<file path="src/rtl/freq_ratio_detect_if.sv">
// Handshake bundle for the slow-clock period/ratio detector.
// master drives enable and the clock under test; slave reports results.
interface freq_ratio_detect_if #(
    parameter int CNT_W = 16
);
    logic             en;
    logic             clk_in;
    logic [CNT_W-1:0] period;
    logic [CNT_W-1:0] high_time;
    logic             period_valid;
    logic             locked;
    logic             timeout;

    modport master (
        output en, clk_in,
        input  period, high_time, period_valid, locked, timeout
    );

    modport slave (
        input  en, clk_in,
        output period, high_time, period_valid, locked, timeout
    );
endinterface

</file>
<file path="src/rtl/freq_ratio_detect.sv">
// Measures period/high time of an async slow clock in fast-clock cycles.
// FREQ_DET_TOL_EN: periods within +/-1 count as matching for lock.
module freq_ratio_detect #(
    parameter int CNT_W       = 16,
    parameter int SYNC_STAGES = 2,
    parameter int LOCK_COUNT  = 4
) (
    input  logic                clk,
    input  logic                rst,
    freq_ratio_detect_if.slave  bus
);
    localparam int LW = $clog2(LOCK_COUNT + 1);
    localparam logic [CNT_W-1:0] CNT_ONE = CNT_W'(1);
    localparam logic [CNT_W-1:0] CNT_MAX = '1;
    localparam logic [LW-1:0]    LC_MAX  = LW'(LOCK_COUNT);
    localparam logic [LW-1:0]    LC_ONE  = LW'(1);

    typedef enum logic [1:0] {
        S_IDLE,
        S_WAIT_FIRST,
        S_MEASURE
    } state_t;

    state_t r_state;
    state_t w_state_nxt;

    logic [SYNC_STAGES-1:0] r_sync;
    logic                   r_sq_prev;
    logic [CNT_W-1:0]       r_cnt;
    logic [CNT_W-1:0]       r_hcnt;
    logic [CNT_W-1:0]       r_period;
    logic [CNT_W-1:0]       r_high_time;
    logic                   r_period_valid;
    logic                   r_locked;
    logic                   r_timeout;
    logic [LW-1:0]          r_lock_cnt;
    logic                   r_have_prev;

    logic                   w_sq;
    logic                   w_rise;
    logic                   w_match;
    logic [CNT_W-1:0]       w_hinc;
    logic [LW-1:0]          w_lock_inc;

    assign w_sq   = r_sync[SYNC_STAGES-1];
    assign w_rise = w_sq & ~r_sq_prev;
    assign w_hinc = {{(CNT_W-1){1'b0}}, w_sq};

    assign w_lock_inc = (r_lock_cnt == LC_MAX) ? LC_MAX
                                               : r_lock_cnt + LC_ONE;

`ifdef FREQ_DET_TOL_EN
    logic [CNT_W-1:0] w_diff;
    assign w_diff  = (r_cnt >= r_period) ? (r_cnt - r_period)
                                         : (r_period - r_cnt);
    assign w_match = (w_diff <= CNT_ONE);
`else
    assign w_match = (r_cnt == r_period);
`endif

    assign bus.period       = r_period;
    assign bus.high_time    = r_high_time;
    assign bus.period_valid = r_period_valid;
    assign bus.locked       = r_locked;
    assign bus.timeout      = r_timeout;

    // Synchronize clk_in and keep the previous synced value for edge detect.
    always_ff @(posedge clk) begin
        if (rst) begin
            r_sync    <= '0;
            r_sq_prev <= 1'b0;
        end else begin
            r_sync    <= {r_sync[SYNC_STAGES-2:0], bus.clk_in};
            r_sq_prev <= w_sq;
        end
    end

    // FSM state register.
    always_ff @(posedge clk) begin
        if (rst) begin
            r_state <= S_IDLE;
        end else begin
            r_state <= w_state_nxt;
        end
    end

    // Next-state: en=0 forces IDLE; counter saturation falls back to WAIT_FIRST.
    always_comb begin
        w_state_nxt = r_state;
        if (!bus.en) begin
            w_state_nxt = S_IDLE;
        end else begin
            unique case (r_state)
                S_IDLE: begin
                    w_state_nxt = S_WAIT_FIRST;
                end
                S_WAIT_FIRST: begin
                    if (w_rise) begin
                        w_state_nxt = S_MEASURE;
                    end
                end
                S_MEASURE: begin
                    if (!w_rise && (r_cnt == CNT_MAX)) begin
                        w_state_nxt = S_WAIT_FIRST;
                    end
                end
                default: begin
                    w_state_nxt = S_IDLE;
                end
            endcase
        end
    end

    // Counting, period capture, lock tracking and timeout flag.
    always_ff @(posedge clk) begin
        if (rst) begin
            r_cnt          <= '0;
            r_hcnt         <= '0;
            r_period       <= '0;
            r_high_time    <= '0;
            r_period_valid <= 1'b0;
            r_locked       <= 1'b0;
            r_timeout      <= 1'b0;
            r_lock_cnt     <= '0;
            r_have_prev    <= 1'b0;
        end else begin
            r_period_valid <= 1'b0;
            if (!bus.en) begin
                r_cnt       <= '0;
                r_hcnt      <= '0;
                r_lock_cnt  <= '0;
                r_locked    <= 1'b0;
                r_timeout   <= 1'b0;
                r_have_prev <= 1'b0;
            end else begin
                unique case (r_state)
                    S_IDLE: begin
                        r_cnt  <= '0;
                        r_hcnt <= '0;
                    end
                    S_WAIT_FIRST: begin
                        if (w_rise) begin
                            r_cnt  <= CNT_ONE;
                            r_hcnt <= CNT_ONE;
                        end
                    end
                    S_MEASURE: begin
                        if (w_rise) begin
                            r_period       <= r_cnt;
                            r_high_time    <= r_hcnt;
                            r_period_valid <= 1'b1;
                            r_timeout      <= 1'b0;
                            r_cnt          <= CNT_ONE;
                            r_hcnt         <= CNT_ONE;
                            r_have_prev    <= 1'b1;
                            if (r_have_prev && w_match) begin
                                r_lock_cnt <= w_lock_inc;
                                r_locked   <= (w_lock_inc == LC_MAX);
                            end else begin
                                r_lock_cnt <= '0;
                                r_locked   <= 1'b0;
                            end
                        end else if (r_cnt == CNT_MAX) begin
                            r_timeout   <= 1'b1;
                            r_locked    <= 1'b0;
                            r_lock_cnt  <= '0;
                            r_have_prev <= 1'b0;
                            r_cnt       <= '0;
                            r_hcnt      <= '0;
                        end else begin
                            r_cnt  <= r_cnt + CNT_ONE;
                            r_hcnt <= r_hcnt + w_hinc;
                        end
                    end
                    default: begin
                        r_cnt  <= '0;
                        r_hcnt <= '0;
                    end
                endcase
            end
        end
    end
endmodule

</file>
<file path="src/flat_wrapper.sv">
// flat-port wrapper written by rule: the top's interface ports become plain ports
module freq_ratio_detect_flat 
#(
    parameter int CNT_W       = 16,
    parameter int SYNC_STAGES = 2,
    parameter int LOCK_COUNT  = 4
)
  (clk, rst, bus_en, bus_clk_in, bus_period, bus_high_time, bus_period_valid, bus_locked, bus_timeout);
  freq_ratio_detect_if #(.CNT_W(CNT_W)) bus_i ();
  input  logic clk;
  input  logic rst;
  input wire logic [$bits(bus_i.en)-1:0] bus_en;
  input wire logic [$bits(bus_i.clk_in)-1:0] bus_clk_in;
  output wire logic [$bits(bus_i.period)-1:0] bus_period;
  output wire logic [$bits(bus_i.high_time)-1:0] bus_high_time;
  output wire logic [$bits(bus_i.period_valid)-1:0] bus_period_valid;
  output wire logic [$bits(bus_i.locked)-1:0] bus_locked;
  output wire logic [$bits(bus_i.timeout)-1:0] bus_timeout;
  assign bus_i.en = bus_en;
  assign bus_i.clk_in = bus_clk_in;
  assign bus_period = bus_i.period;
  assign bus_high_time = bus_i.high_time;
  assign bus_period_valid = bus_i.period_valid;
  assign bus_locked = bus_i.locked;
  assign bus_timeout = bus_i.timeout;
  freq_ratio_detect #(.CNT_W(CNT_W), .SYNC_STAGES(SYNC_STAGES), .LOCK_COUNT(LOCK_COUNT)) u_core (.clk(clk), .rst(rst), .bus(bus_i));
endmodule
</file>
<file path="config.mk">
export PLATFORM = sky130hd
export DESIGN_NAME = freq_ratio_detect_flat
export DESIGN_NICKNAME = d
export VERILOG_FILES = /design/src/rtl/freq_ratio_detect_if.sv /design/src/rtl/freq_ratio_detect.sv /design/src/flat_wrapper.sv
export SDC_FILE = /design/constraint.sdc
export NUM_CORES = 1
export LEC_CHECK = 0
export ABC_AREA = 1
export BUFFER_PORTS_ARGS = -buffer_cell sky130_fd_sc_hd__buf_2
export CAP_MARGIN = 10
export CORE_MARGIN = 8
export CORE_UTILIZATION = 55
export CTS_CLUSTER_DIAMETER = 60
export DETAILED_ROUTE_END_ITERATION = 7
export GPL_TIMING_DRIVEN = 0
export PLACE_DENSITY = 0.82
export REMOVE_ABC_BUFFERS = 1
export SLEW_MARGIN = 10
export SYNTH_ARGS = -nofsm -noshare
export SYNTH_HDL_FRONTEND = slang
export SYNTH_SLANG_ARGS = --single-unit
</file>
<file path="constraint.sdc">
create_clock -name clk -period 2.15 [get_ports clk]
set_input_delay 0.43 -clock clk [delete_from_list [all_inputs] [get_ports clk]]
set_output_delay 0.43 -clock clk [all_outputs]
set_load 0.005 [all_outputs]
</file>
==> flow_metrics.py <==
metrics = {
    "detailed_routing": {
        "via_count": 3261,
        "wire_per_inst_um": 13.9,
        "viasPerCell": 5.31,
        "wl_um": 8560,
        "route.detailed.drc": 0,
        "drt_iter0_drc": 223,
        "ant_nets": 0,
        "dr.pass1.iters": 4,
    },
    "yosys": {
        "yosys.cell_types.count": 36,
        "async_flop_share_pct": 0,
        "synth_xor_area_share_pct": 4.30,
        "synth_top_family_by_area": "simple AND/OR/NAND/NOR gates",
        "ys.flop_type": "dfxtp_1",
        "synth_area_leaders": "dfxtp_1, nand2_1, nor2_1",
        "netlist_area_um2": 3670,
        "yosys.area_share.adder_pct": 2.73,
        "yosys_warnings": 0,
        "yosys.area_share.simple_pct": 30.0,
        "syn_area_per_cell_um2": 7.53,
        "synth_edf_count": 0,
        "ys_seq_area_share_pct": 41.5,
        "synthCells": 487,
        "synth_compound_area_share_pct": 11.1,
        "yosysTopAreaCell": "dfxtp_1",
        "synth_top_area_share_pct": 41.5,
        "synth_seq_cells": 76,
        "muxShareOfSynthArea_pct": 0,
    },
    "cells_and_area": {
        "drive_gt1_share_pct": 19.6,
        "syn2layout_area_growth_pct": 12.1,
        "diodes": 0,
        "final_nets": 544,
        "fill_cells": 524,
        "finalNonFillerCells": 614,
        "fin_util_pct": 64.4,
    },
    "floorplan": {
        "core_area_um2": 6390,
        "dieArea_um2": 9540,
        "initial_core_util_pct": 57.4,
        "die_w_um": 97.7,
        "std_cell_rows": 29,
        "pin_count": 39,
        "dieHeight_um": 97.7,
    },
    "grt": {
        "grt_max_degree": 37,
        "grt_use_met3_pct": 4.20,
        "grt_busiest_layer": "met2",
        "antenna_found_initial": 0,
        "grt_overflow_total": 0,
        "grtUsageMet2_pct": 28.6,
        "grt_first_pass_wirelength_um": 14100,
        "grtUsageTotal_pct": 17.5,
        "first_global_vias": 3079,
        "use_met1_pct": 21.1,
    },
    "cts": {
        "clk-insertion-delay-late_ns": 0.36,
        "htreeDepth": 3,
        "cts_tree": "done",
        "clock-root-buffer": "clkbuf_8",
        "clkSinkCount": 76,
        "cts-buffers-inserted": 9,
        "clk_pin_slew_worst_paths_ns": 0.08,
        "clockBufferDepth": 2,
    },
    "timing": {
        "setup_viol": 0,
        "layout_worst_path_cycle_share_pct": 92.6,
        "worst_slack_ns": 0.158,
        "clock_skew_ns": 0.0102,
        "finalMaxSlewViolations": 0,
        "finalSetupTns_ns": 0,
        "hold_violations": 0,
        "relSlewSlack_pct": 55.4,
        "max_freq_ghz": 0.502,
        "grt_setup_unrepaired": "no",
        "fin_crit_ns": 1.99,
        "tightest_slew_ns": 0.669,
    },
    "power": {
        "irDropWorstVdd_mv": 0.373,
        "power_density_nw_per_um2": 620,
        "leakage_uw": 0.00163,
    },
    "worst_setup_path": {
        "cp.required_ns": 2.41,
        "path_class": "reg -> reg",
        "cp_max_fo": 27,
        "worstPathArrival_ns": 2.26,
        "cp_num_buf_inv": 4,
        "slowest_stage": "dfxtp_1",
        "start_kind": "flop",
        "worstPathCellList": "inv_1 -> ha_1 -> inv_1 -> nor2_4 -> clkinvlp_4 -> buf_4 -> o21ai_4 -> nand2_4 -> nor3_1",
        "crit_family": "simple AND/OR/NAND/NOR gates",
        "cpPeakStageDelay_ns": 0.35,
        "end_kind": "flop",
        "cpMostUsedCell": "inv_1",
    },
    "placement": {
        "io_buffers": 38,
        "place.gp.congestion": 0.876,
        "pre_cts_ws_ns": -0.529,
        "place_inst": 588,
        "hpwl_um": 5480,
    },
    "job": {
        "cap_viol_max_count": 0,
    },
    "hold_path": {
        "hold_path.class": "in -> reg",
    },
    "run_status": {
        "status": "complete, no violations",
    },
}
==> worst reg2reg max path: stages (launching register included) <==
cell and delay, ns:
dfxtp_1 0.35, inv_1 0.09, ha_1 0.18, inv_1 0.09, nor2_4 0.26, clkinvlp_4 0.13, buf_4 0.19, o21ai_4 0.09
nand2_4 0.27, nor3_1 0.27
==> cell usage after synthesis, types with 2 or more instances <==
cell      count
xor2_1       17
nor2_2       22
nand2_2       3
buf_4         2
o21ai_0      14
nor2_4        5
clkbuf_1      2
inv_1        64
nand2_1      88
buf_2         4
nor3_1       13
nor2_1       77
nand3_1      12
nand4_1      11
inv_2         3
nand2_4       3
a211oi_1     24
a21oi_1      19
buf_6         3
ha_1          8
buf_12        2
nor4_1        2
dfxtp_1      76
==> cell type report <==
class | count | area (um^2) | share of cell area (%)
clock buffers | 12 | 155 | 3.77
inverters | 69 | 265 | 6.45
flip-flops and latches | 76 | 1520 | 37.0
multi-input cells | 331 | 1800 | 43.7
clock inverters | 4 | 32.5 | 0.791
repair buffers | 45 | 243 | 5.90
well taps | 77 | 96.3 | 2.34
==> report_power, final <==
part / leakage (uW) / internal (uW) / switching, uW / total, uW
registers: 0.000613 / 1410 / 5.46 / 1420
clock network: 0.0000892 / 488 / 537 / 1030
logic: 0.000933 / 31.7 / 74.9 / 107
total: 0.00163 / 1930 / 617 / 2550
==> logic make-up (layout without fill, tap and decap cells) <==
| family | after synthesis | count (layout) |
|---|---|---|
| and+or+nand+nor | 238 | 241 |
| adders and majority gates | 8 | 8 |
| buffers and inverters | 83 | 130 |
| xor gates and xnor gates | 18 | 18 |
| AOI/OAI and AO/OA | 64 | 64 |
| DFF | 76 | 76 |
==> registers in the layout, indices dropped and copies added (netlist names), 2 cells and up <==
signal                cells
u_core.r_state            2
u_core.bus.period        16
u_core.bus.high_time     16
u_core.r_cnt             16
u_core.r_lock_cnt         3
u_core.r_sync             2
u_core.r_hcnt            16
==> repair_timing <==
| action | 4_1_cts | 5_1_grt |
|---|---|---|
| pin swaps | 1 | 3 |
| hold buffers | 0 | 0 |
| gates cloned | 2 | 1 |
| endpoints found under the setup margin | 32 | 55 |
| setup buffers | 0 | 7 |
| resized for setup | 1 | 3 |
==> worst paths after layout <==
kind                                    endpoint  slack [ns]  cells past startpoint               from
worst min-delay path            u_core.r_sync[0]        0.28                      3         bus_clk_in
worst max-delay path             u_core.r_cnt[3]        0.16                      9  u_core.r_state[1]
worst min register to register  u_core.r_sync[1]        0.40                      2   u_core.r_sync[0]
worst max register to register   u_core.r_cnt[3]        0.16                      9  u_core.r_state[1]
==> cells in the final DEF (no fill, tap or decap), drive strengths merged <==
master / synthesis / final
clkinvlp: 0 / 3
o41ai: 1 / 1
a31oi: 1 / 1
dfxtp: 76 / 76
clkbuf: 2 / 12
ha: 8 / 8
a211oi: 24 / 24
xor2: 17 / 17
a22o: 1 / 1
buf: 12 / 45
nor4: 2 / 2
nand2: 94 / 94
clkinv: 1 / 2
nor2: 104 / 107
nor3: 14 / 14
o21ai: 15 / 15
o22ai: 1 / 1
xnor2: 1 / 1
inv: 68 / 68
a21oi: 19 / 19
nand3: 13 / 13
a21boi: 1 / 1
nand4: 11 / 11
o31ai: 1 / 1
==> through the flow <==
step | power, uW | area (um^2) | hold WS [ns]
after floorplan | 1510 | 3550 | 0.388
after global placement | 1540 | 3830 | 0.392
after detailed placement | 1540 | 3830 | 0.396
after CTS | 2550 | 4040 | 0.280
after global routing | 2640 | 4110 | 0.285
final | 2550 | 4110 | 0.277
==> per-layer routing <==
metal / vias to the layer above / routed length, um
met2: 107 / 4120
met1: 1498 / 3630
li1: 1641 / -
met5: - / 0
met4: 0 / 159
met3: 15 / 647
(Power assumes the default switching activity.)
